**src/rtl/sram_pkg.sv**
```systemverilog
// ---------------------------------------------------------------------------
// sram_pkg
// Shared definitions for the parametrised register-file memory:
//   - default word width and depth used when the top is not overridden
//   - state encoding for the walking-clear engine
//   - helper that gives the bit offset of word i on the flat mem bus
// No ports (package).
// ---------------------------------------------------------------------------
package sram_pkg;

    localparam int DEF_DATA_W = 32;
    localparam int DEF_DEPTH  = 16;

    typedef enum logic {
        ST_IDLE,
        ST_CLEAR
    } state_t;

    // Word i occupies bits [data_w*i +: data_w] of the flat dump bus.
    function automatic int word_offset(input int data_w, input int idx);
        return data_w * idx;
    endfunction

endpackage

```
**src/rtl/sram_rf_param_word.sv**
```systemverilog
// ---------------------------------------------------------------------------
// sram_word
// One storage word of the register file: a DATA_W-wide register with
// synchronous reset, a synchronous clear and a load enable.
// Ports:
//   clk    in   clock, rising edge
//   reset  in   synchronous active-high reset, zeroes the word
//   en     in   load enable, captures d
//   clr    in   synchronous clear, zeroes the word (driven by the clear engine)
//   d      in   DATA_W  load data
//   q      out  DATA_W  stored word
// ---------------------------------------------------------------------------
module sram_word
    import sram_pkg::*;
#(
    parameter int DATA_W = DEF_DATA_W
) (
    input  logic              clk,
    input  logic              reset,
    input  logic              en,
    input  logic              clr,
    input  logic [DATA_W-1:0] d,
    output logic [DATA_W-1:0] q
);

    // Reset and the clear engine both zero the word; the clear engine and a
    // write are never active together because writes are blocked while
    // clearing, so the clear-over-load order only matters for robustness.
    always_ff @(posedge clk) begin
        if (reset || clr) begin
            q <= '0;
        end else if (en) begin
            q <= d;
        end
    end

endmodule

```
**src/rtl/sram_rf_param.sv**
```systemverilog
// ---------------------------------------------------------------------------
// sram_rf_param
// Parametrised register-file memory of DEPTH words x DATA_W bits with one
// synchronous write port, one registered read port (latency 1, write-first
// on an address collision), a flat dump of the whole array, and a walking
// clear engine that zeroes one word per cycle.
// Ports:
//   clk         in   clock, all state updates on the rising edge
//   reset       in   synchronous active-high reset
//   we          in   write enable
//   waddr       in   ADDR_W  write address (>= DEPTH is dropped)
//   din         in   DATA_W  write data
//   re          in   read request
//   raddr       in   ADDR_W  read address (>= DEPTH returns 0)
//   dout        out  DATA_W  registered read data, held when no read
//   dout_valid  out  one-cycle strobe marking dout as a fresh read result
//   clr_start   in   pulse that starts the walking clear
//   busy        out  high while the clear engine runs (DEPTH cycles)
//   mem         out  DEPTH*DATA_W  flat array, word i at [DATA_W*i +: DATA_W]
// ADDR_W is derived from DEPTH and is not meant to be overridden.
// ---------------------------------------------------------------------------
module sram_rf_param
    import sram_pkg::*;
#(
    parameter int DATA_W = DEF_DATA_W,
    parameter int DEPTH  = DEF_DEPTH,
    parameter int ADDR_W = $clog2(DEPTH)
) (
    input  logic                    clk,
    input  logic                    reset,
    input  logic                    we,
    input  logic [ADDR_W-1:0]       waddr,
    input  logic [DATA_W-1:0]       din,
    input  logic                    re,
    input  logic [ADDR_W-1:0]       raddr,
    output logic [DATA_W-1:0]       dout,
    output logic                    dout_valid,
    input  logic                    clr_start,
    output logic                    busy,
    output logic [DEPTH*DATA_W-1:0] mem
);

    // One extra bit so the range check also works when DEPTH is a power of
    // two (every ADDR_W-bit address is then legal).
    localparam logic [ADDR_W:0]   DEPTH_EXT = (ADDR_W + 1)'(DEPTH);
    localparam logic [ADDR_W-1:0] LAST_IDX  = ADDR_W'(DEPTH - 1);

    state_t              state;
    state_t              state_next;
    logic [ADDR_W-1:0]   cnt;
    logic [ADDR_W-1:0]   cnt_next;
    logic                clearing;
    logic                waddr_ok;
    logic                wr_en;
    logic                rd_en;
    logic [DATA_W-1:0]   rd_word;
    logic [DATA_W-1:0]   words [DEPTH];

    assign clearing = (state == ST_CLEAR);
    assign busy     = clearing;
    assign waddr_ok = ({1'b0, waddr} < DEPTH_EXT);
    assign wr_en    = !clearing && we && waddr_ok;
    assign rd_en    = !clearing && re;

    // Clear-engine state and word counter. Reset abandons a clear in
    // progress and returns to idle with the counter at zero.
    always_ff @(posedge clk) begin
        if (reset) begin
            state <= ST_IDLE;
            cnt   <= '0;
        end else begin
            state <= state_next;
            cnt   <= cnt_next;
        end
    end

    // Next-state logic for the clear engine. Termination compares against
    // the last legal index rather than waiting for the counter to wrap, so a
    // non-power-of-two DEPTH stops after exactly DEPTH cycles.
    always_comb begin
        state_next = state;
        cnt_next   = cnt;
        case (state)
            ST_IDLE: begin
                if (clr_start) begin
                    state_next = ST_CLEAR;
                    cnt_next   = '0;
                end
            end
            ST_CLEAR: begin
                if (cnt == LAST_IDX) begin
                    state_next = ST_IDLE;
                    cnt_next   = '0;
                end else begin
                    cnt_next = cnt + 1'b1;
                end
            end
            default: begin
                state_next = ST_IDLE;
                cnt_next   = '0;
            end
        endcase
    end

    // Read mux over the stored words. An address with no matching word
    // (only possible when DEPTH is not a power of two) yields zero.
    always_comb begin
        rd_word = '0;
        for (int i = 0; i < DEPTH; i++) begin
            if (raddr == ADDR_W'(i)) begin
                rd_word = words[i];
            end
        end
    end

    // Registered read port. A read that collides with a write to the same
    // address returns the incoming data (write-first). With no read, dout
    // keeps its previous value and only the strobe drops.
    always_ff @(posedge clk) begin
        if (reset) begin
            dout       <= '0;
            dout_valid <= 1'b0;
        end else begin
            dout_valid <= rd_en;
            if (rd_en) begin
                if (wr_en && (waddr == raddr)) begin
                    dout <= din;
                end else begin
                    dout <= rd_word;
                end
            end
        end
    end

    // Storage array: per-word write decode and clear select, plus the flat
    // dump of every word onto the mem bus.
    for (genvar i = 0; i < DEPTH; i++) begin : g_word
        localparam logic [ADDR_W-1:0] IDX = ADDR_W'(i);

        sram_word #(
            .DATA_W (DATA_W)
        ) u_word (
            .clk   (clk),
            .reset (reset),
            .en    (wr_en && (waddr == IDX)),
            .clr   (clearing && (cnt == IDX)),
            .d     (din),
            .q     (words[i])
        );

        assign mem[word_offset(DATA_W, i) +: DATA_W] = words[i];
    end

endmodule

```
**config.mk**
```make
export PLATFORM = sky130hd
export DESIGN_NAME = sram_rf_param
export DESIGN_NICKNAME = d
export VERILOG_FILES = /design/src/rtl/sram_pkg.sv /design/src/rtl/sram_rf_param_word.sv /design/src/rtl/sram_rf_param.sv
export SDC_FILE = /design/constraint.sdc
export NUM_CORES = 1
export LEC_CHECK = 0
export BUFFER_PORTS_ARGS = -buffer_cell sky130_fd_sc_hd__clkbuf_2
export CORE_MARGIN = 2
export CORE_UTILIZATION = 39
export DETAILED_ROUTE_END_ITERATION = 6
export SYNTH_ARGS = -nofsm -noshare
export SYNTH_HDL_FRONTEND = slang
export SYNTH_HIERARCHICAL = 1
export SYNTH_SLANG_ARGS = --single-unit
export TNS_END_PERCENT = 100
```
**constraint.sdc**
```tcl
create_clock -name clk -period 3.6 [get_ports clk]
set_input_delay 0.36 -clock clk [delete_from_list [all_inputs] [get_ports clk]]
set_output_delay 0.36 -clock clk [all_outputs]
set_load 0.01 [all_outputs]
```
==> results.ini, run 1 <==
[yosys]
synth_enable_flop_cells=0
synth_common_cells=631 x nor2_1, 566 x mux2i_1, 550 x dfxtp_1, 111 x a21oi_1, 109 x o21ai_0
synthesis.area_um2=25900
synth_simple_gate_area_share_pct=13.7
syn_avg_cell_area_um2=9.40
synth_seq_area_share_pct=42.5
syn_nets=2802
ys_types=75
synth_compound_area_share_pct=11.7
yosysWarnings=6
postSynth.asyncResetShare_pct=0
synth_top_flop_cell=dfxtp_1
synth_top_area_share_pct=42.5
synth_largest_area_cell=dfxtp_1
synth_area_leaders=dfxtp_1 43%, mux2i_1 22%, nor2_1 9.2%, buf_6 2.7%, buf_4 2.4%
synth_top_family_by_area=multiplexers
synthCells=2753
ys_ff_latch=550
yosysMostFrequentCell=nor2_1
synth-xor-area-share_pct=0.135
synth_mux_area_share_pct=24.7
synthAdderAreaFrac_pct=0.193

[worst_hold_path]
hold_path.class=input port to flip-flop

[global_route]
grt_overflow=0
grt_use_total_pct=35.4
antenna_found_initial=1
grt_pass1_vias=22900
grt_pass1_wl_um=175000
grt_max_degree=63

[sta]
maxSlewViolCount=0
setup_viol_count_final=0
relSlewSlack_pct=28.6
worst_pin_slew_ps=1070
fin_setup_tns_ps=0
period_minus_slack_ps=2630
final.setup_skew_ps=30.0
post-route-period-util_pct=73.2
rsz0062_at_grt=false
final_hold_viol_count=0
fmax_mhz=380

[clocking]
cts_made_buffers=60
cts_resized=0
insertion_delay_ps=660
path_clk_slew_ps=70
cts.sinks=550
htreeDepth=2
cts_tree=yes
root_buffer=clkbuf_16
post_cts_buffers=0
clock_path_buffers=3
hold_buffers=0

[worst_setup_path]
critPathKind=flip-flop to flip-flop
worst_setup_path_end_kind=flip-flop
critPathMaxFanout=32
required_ps=4130
crit_path_start_kind=flip-flop
arrival_ps=3160

[run_status]
outcome=finished clean

[job]
max_cap_viol_count=0

[drt]
drc=0
route.detailed.wl_per_inst_um=30.3
first_pass_iters=6
wl_um=126000
vias_per_cell=5.88
final_antenna_net_count=0
drt_iter0_markers=2819
vias=24500

[floorplanning]
start_util_pct=39.4
die_x_um=262
pin_count=591
rows=94
die_height_um=262
dieArea_um2=68400
core_area_um2=65700

[cells_and_area]
multiInputGateArea_um2=13200
areaGrowthSynthToFinish_pct=20.4
drive_gt1_share_pct=26.4
register_area_um2=11000
fillers=6543
final_net_count=3296

[power_and_ir_drop]
vdd_drop_max_uv=384
p_leak_uw=0.0122
fin_total_pwr_uw=14100
power.density_nw_per_um2=454

[placement]
dp_hpwl_um=90800
place_congestion=0.935
io_buffers=590

[cell type report]
type,count,area share [%]
Sequential cell,550,35.3
Antenna cell,1,0.00803
Multi-Input combinational cell,1942,42.2
Inverter,11,0.132
Timing Repair Buffer,682,12.3
Clock buffer,93,5.79
Tap cell,864,3.47
Clock inverter,18,0.742
[sequential cells by signal, indices dropped and copies added, names as in the netlist]
signal           count
cnt                  4
busy                 1
dout                32
g_word.u_word/q    512
dout_valid           1
[worst max-delay path, stage by stage, from the launching register on]
cell      delay [ps]
dfxtp_1          540
nand2b_1         320
or3_1            500
nor3_2           160
buf_4            570
mux2i_1          270
nor2_1            60
[through the flow]
step,hold slack (ps),cell area [um^2],setup WS [ps],util [%],std cells
after floorplan,502,25900,1760,-,2753
after global placement,482,29100,678,44.3,4049
after detailed placement,482,29100,675,44.3,4049
after CTS,28.0,31200,1040,47.4,4160
after global routing,64.4,31200,827,47.4,4160
final,43.5,31200,967,47.4,4161
[cell usage in the layout, fill, tap and decap left out, drive strengths merged, types with 36 or more instances in the layout]
cell type  count
o21ai        112
mux2          36
dfxtp        550
clkbuf       679
nand2         78
o22ai         51
buf           96
nor2         632
mux2i        566
a21oi        111
[metal layers]
layer / track usage, % / part of all wire [%] / up-vias
met4: 12.9 / 4.1 / 2
li1: - / - / 10700
met1: 45.5 / 40 / 12000
met5: 0 / 0.0087 / -
met3: 8.29 / 9.5 / 262
met2: 57.9 / 46 / 1463
[cells by family (layout without fill, tap and decap cells)]
group,after synthesis,in the layout
simple gates,854,854
mux,616,616
flops,550,550
compound gates,464,464
buf+inv,261,804
fa+ha+maj,4,4
xor+xnor,4,4
other cells,0,1
[where the power goes]
| part | switching [uW] | internal (uW) | total [uW] |
|---|---|---|---|
| registers | 101 | 6170 | 6270 |
| clock network | 2730 | 3730 | 6460 |
| logic | 1010 | 406 | 1410 |
[path summary, 6_finish.rpt]
check                                from                      to  slack [ps]  cells after the start
worst max-delay path                 busy  g_word[0].u_word/q[21]         970                      6
worst min register to register   dout[29]                dout[29]         490                      2
worst min-delay path            clr_start                  cnt[1]          40                      4
worst max register to register       busy  g_word[0].u_word/q[21]         970                      6
Note: power is estimated with default switching activity, not from simulation.
==> run 2, diff against run 1 <==
==> constraint.sdc (replaced) <==
create_clock -name clk -period 2.72 [get_ports clk]
set_input_delay 0.272 -clock clk [delete_from_list [all_inputs] [get_ports clk]]
set_output_delay 0.272 -clock clk [all_outputs]
set_load 0.01 [all_outputs]
==> run 2 against run 1 <==
  * First-iteration DRC count is 12% higher
  * Non-clock buffer count is 48 higher
  * Cell area is 1.5% higher
  * Global-route usage is 0.34 points lower
  * Clock skew is 9.3 ps higher
  * Largest power group unchanged
  * Sequential power is 32% higher
==> results.ini, run 2 (synthesized netlist as in run 1, its figures left out) <==
[run_status]
outcome=finished clean  ; unchanged

[sta]
period_minus_slack_ps=2140  ; was 2630 ps
final.setup_skew_ps=39.3  ; was 30.0 ps
whs_ps=40.8  ; was 43.5 ps
setup_viol_count_final=0  ; unchanged
relSlewSlack_pct=28.0  ; was 28.6%
maxSlewViolCount=0  ; unchanged
worst_slack_ps=583  ; was 967 ps
worst_pin_slew_ps=1070  ; about the same
rsz0062_at_grt=false  ; unchanged
fin_setup_tns_ps=0  ; unchanged
post-route-period-util_pct=78.6  ; was 73.2%
final_hold_viol_count=0  ; unchanged
fmax_mhz=468  ; was 380 MHz

[worst_hold_path]
hold_path.class=input port to flip-flop  ; unchanged

[drt]
drt_iter0_markers=3159  ; was 2,819
final_antenna_net_count=0  ; unchanged
vias_per_cell=5.82  ; was 5.88
wl_um=125000  ; was 126,000 um
drc=0  ; unchanged
vias=24500  ; about the same
route.detailed.wl_per_inst_um=29.8  ; was 30.3 um
first_pass_iters=6  ; unchanged

[global_route]
grt_use_total_pct=35.1  ; was 35.4%
grt_pass1_vias=22800  ; was 22,900
grt_overflow=0  ; unchanged
grt_max_degree=52  ; was 63
antenna_found_initial=4  ; was 1
grt_pass1_wl_um=174000  ; was 175,000 um

[clocking]
clock_path_buffers=3  ; unchanged
cts_made_buffers=59  ; was 60
cts_resized=0  ; unchanged
htreeDepth=2  ; unchanged
cts_tree=yes  ; unchanged
root_buffer=clkbuf_16  ; unchanged
cts.sinks=550  ; unchanged
path_clk_slew_ps=70  ; about the same
insertion_delay_ps=650  ; was 660 ps

[floorplanning]
dieArea_um2=68400  ; unchanged
start_util_pct=39.4  ; unchanged
die_x_um=262  ; unchanged
rows=94  ; unchanged
core_area_um2=65700  ; unchanged
pin_count=591  ; unchanged
die_height_um=262  ; unchanged

[worst_setup_path]
critPathMaxFanout=21  ; was 32
critPathKind=flip-flop to flip-flop  ; unchanged
cpPeakStageDelay_ps=580  ; was 570 ps
arrival_ps=2650  ; was 3160 ps
worst_setup_path_end_kind=flip-flop  ; unchanged
crit_path_start_kind=flip-flop  ; unchanged
critPathSlowestCell=or2_1  ; was buf_4
required_ps=3230  ; was 4130 ps
path_cells=inv_1 -> ha_1 -> nand2_1 -> nor2_1 -> or2_1 -> buf_4 -> nor2_1  ; was nand2b_1 -> or3_1 -> nor3_2 -> buf_4 -> mux2i_1 -> nor2_1
cpMostUsedCell=nor2_1

[cells_and_area]
fillers=6467  ; was 6,543
register_area_um2=11000  ; unchanged
drive_gt1_share_pct=27.5  ; was 26.4%
final_cell_mix=619 x nor2_1, 586 x clkbuf_2, 566 x mux2i_1, 550 x dfxtp_1, 122 x buf_4  ; was 619 x nor2_1, 586 x clkbuf_2, 566 x mux2i_1, 550 x dfxtp_1, 111 x a21oi_1
layout_commonest_cell=nor2_1  ; unchanged
top_regs=g_word.u_word/q: 512 flops, dout: 32 flops, cnt: 4 flops  ; unchanged
areaGrowthSynthToFinish_pct=22.3  ; was 20.4%
largest_register=g_word.u_word/q  ; unchanged
final_net_count=3343  ; was 3,296
fin_area_um2=31700  ; was 31,200 um^2
multiInputGateArea_um2=13200  ; unchanged
largest_register_ffs=512  ; unchanged

[placement]
place_congestion=0.934  ; was 0.935
place_area_um2=29500  ; was 29,100 um^2
place_ws_ps=213  ; was 675 ps
dp_hpwl_um=92300  ; was 90,800 um
io_buffers=590  ; unchanged

[job]
max_cap_viol_count=0  ; unchanged

[power_and_ir_drop]
power.density_nw_per_um2=601  ; was 454 nW/um^2
vdd_drop_max_uv=458  ; was 384 uV
p_leak_uw=0.0125  ; was 0.0122 uW

==> run 2: changes by cell type in the layout (fill, tap and decap cells not counted), sizes merged <==
cell	change
bufinv	+4
inv	-1
clkbuf	-4
buf	+47
dlygate4sd3	+1
==> run 2: metrics by stage <==
step                      power [uW]  cells  utilization, %
final                          19000   4208            48.1
after floorplan                 9460   2753               -
after CTS                      19000   4207            48.1
after global placement         10300   4096            44.9
after global routing           19500   4207            48.1
after detailed placement       10300   4096            44.9
==> run 2: layer usage <==
| layer | global-route usage [%] | share of wire [%] | up-vias |
|---|---|---|---|
| li1 | - | - | 10800 |
| met1 | 45.1 | 40 | 12100 |
| met2 | 57.0 | 47 | 1349 |
| met3 | 8.59 | 9.5 | 217 |
| met4 | 12.7 | 3.9 | 8 |
| met5 | 0 | 0.042 | - |
==> run 2: critical path, delay by kind of cell (launching register included) <==
kind	cells	cell delay, ps
and+or+nand+nor	4	870
buffers and inverters	2	590
DFF	1	350
adders and majority gates	1	170
==> run 2: layout make-up <==
cell class	count	area share, %
multi-input cells	1942	41.6
well taps	864	3.42
repair buffers	730	13.4
clock inverters	21	1.06
diodes	1	0.00791
clock buffers	89	5.62
inverters	11	0.130
flip-flops and latches	550	34.8
==> run 2: report_power, final <==
part	switching (uW)	total [uW]	internal, uW	leakage (uW)
registers	121	8290	8170	0.00444
logic	1350	1930	579	0.00702
clock network	3560	8820	5270	0.00103
==> run 2: path summary, 6_finish.rpt <==
| check | slack, ps | to | cells past startpoint | startpoint |
|---|---|---|---|---|
| worst max-delay path | 580 | g_word[8].u_word/q[1] | 7 | cnt[0] |
| worst min-delay path | 40 | dout[20] | 3 | din[20] |
| worst max register to register | 580 | g_word[8].u_word/q[1] | 7 | cnt[0] |
| worst min register to register | 500 | dout[29] | 2 | dout[29] |
==> run 2: repair_timing <==
item,CTS,global route
endpoints found under the setup margin,0,0
hold endpoints to repair,2,0
hold buffers,1,0
buffers inserted,0,0
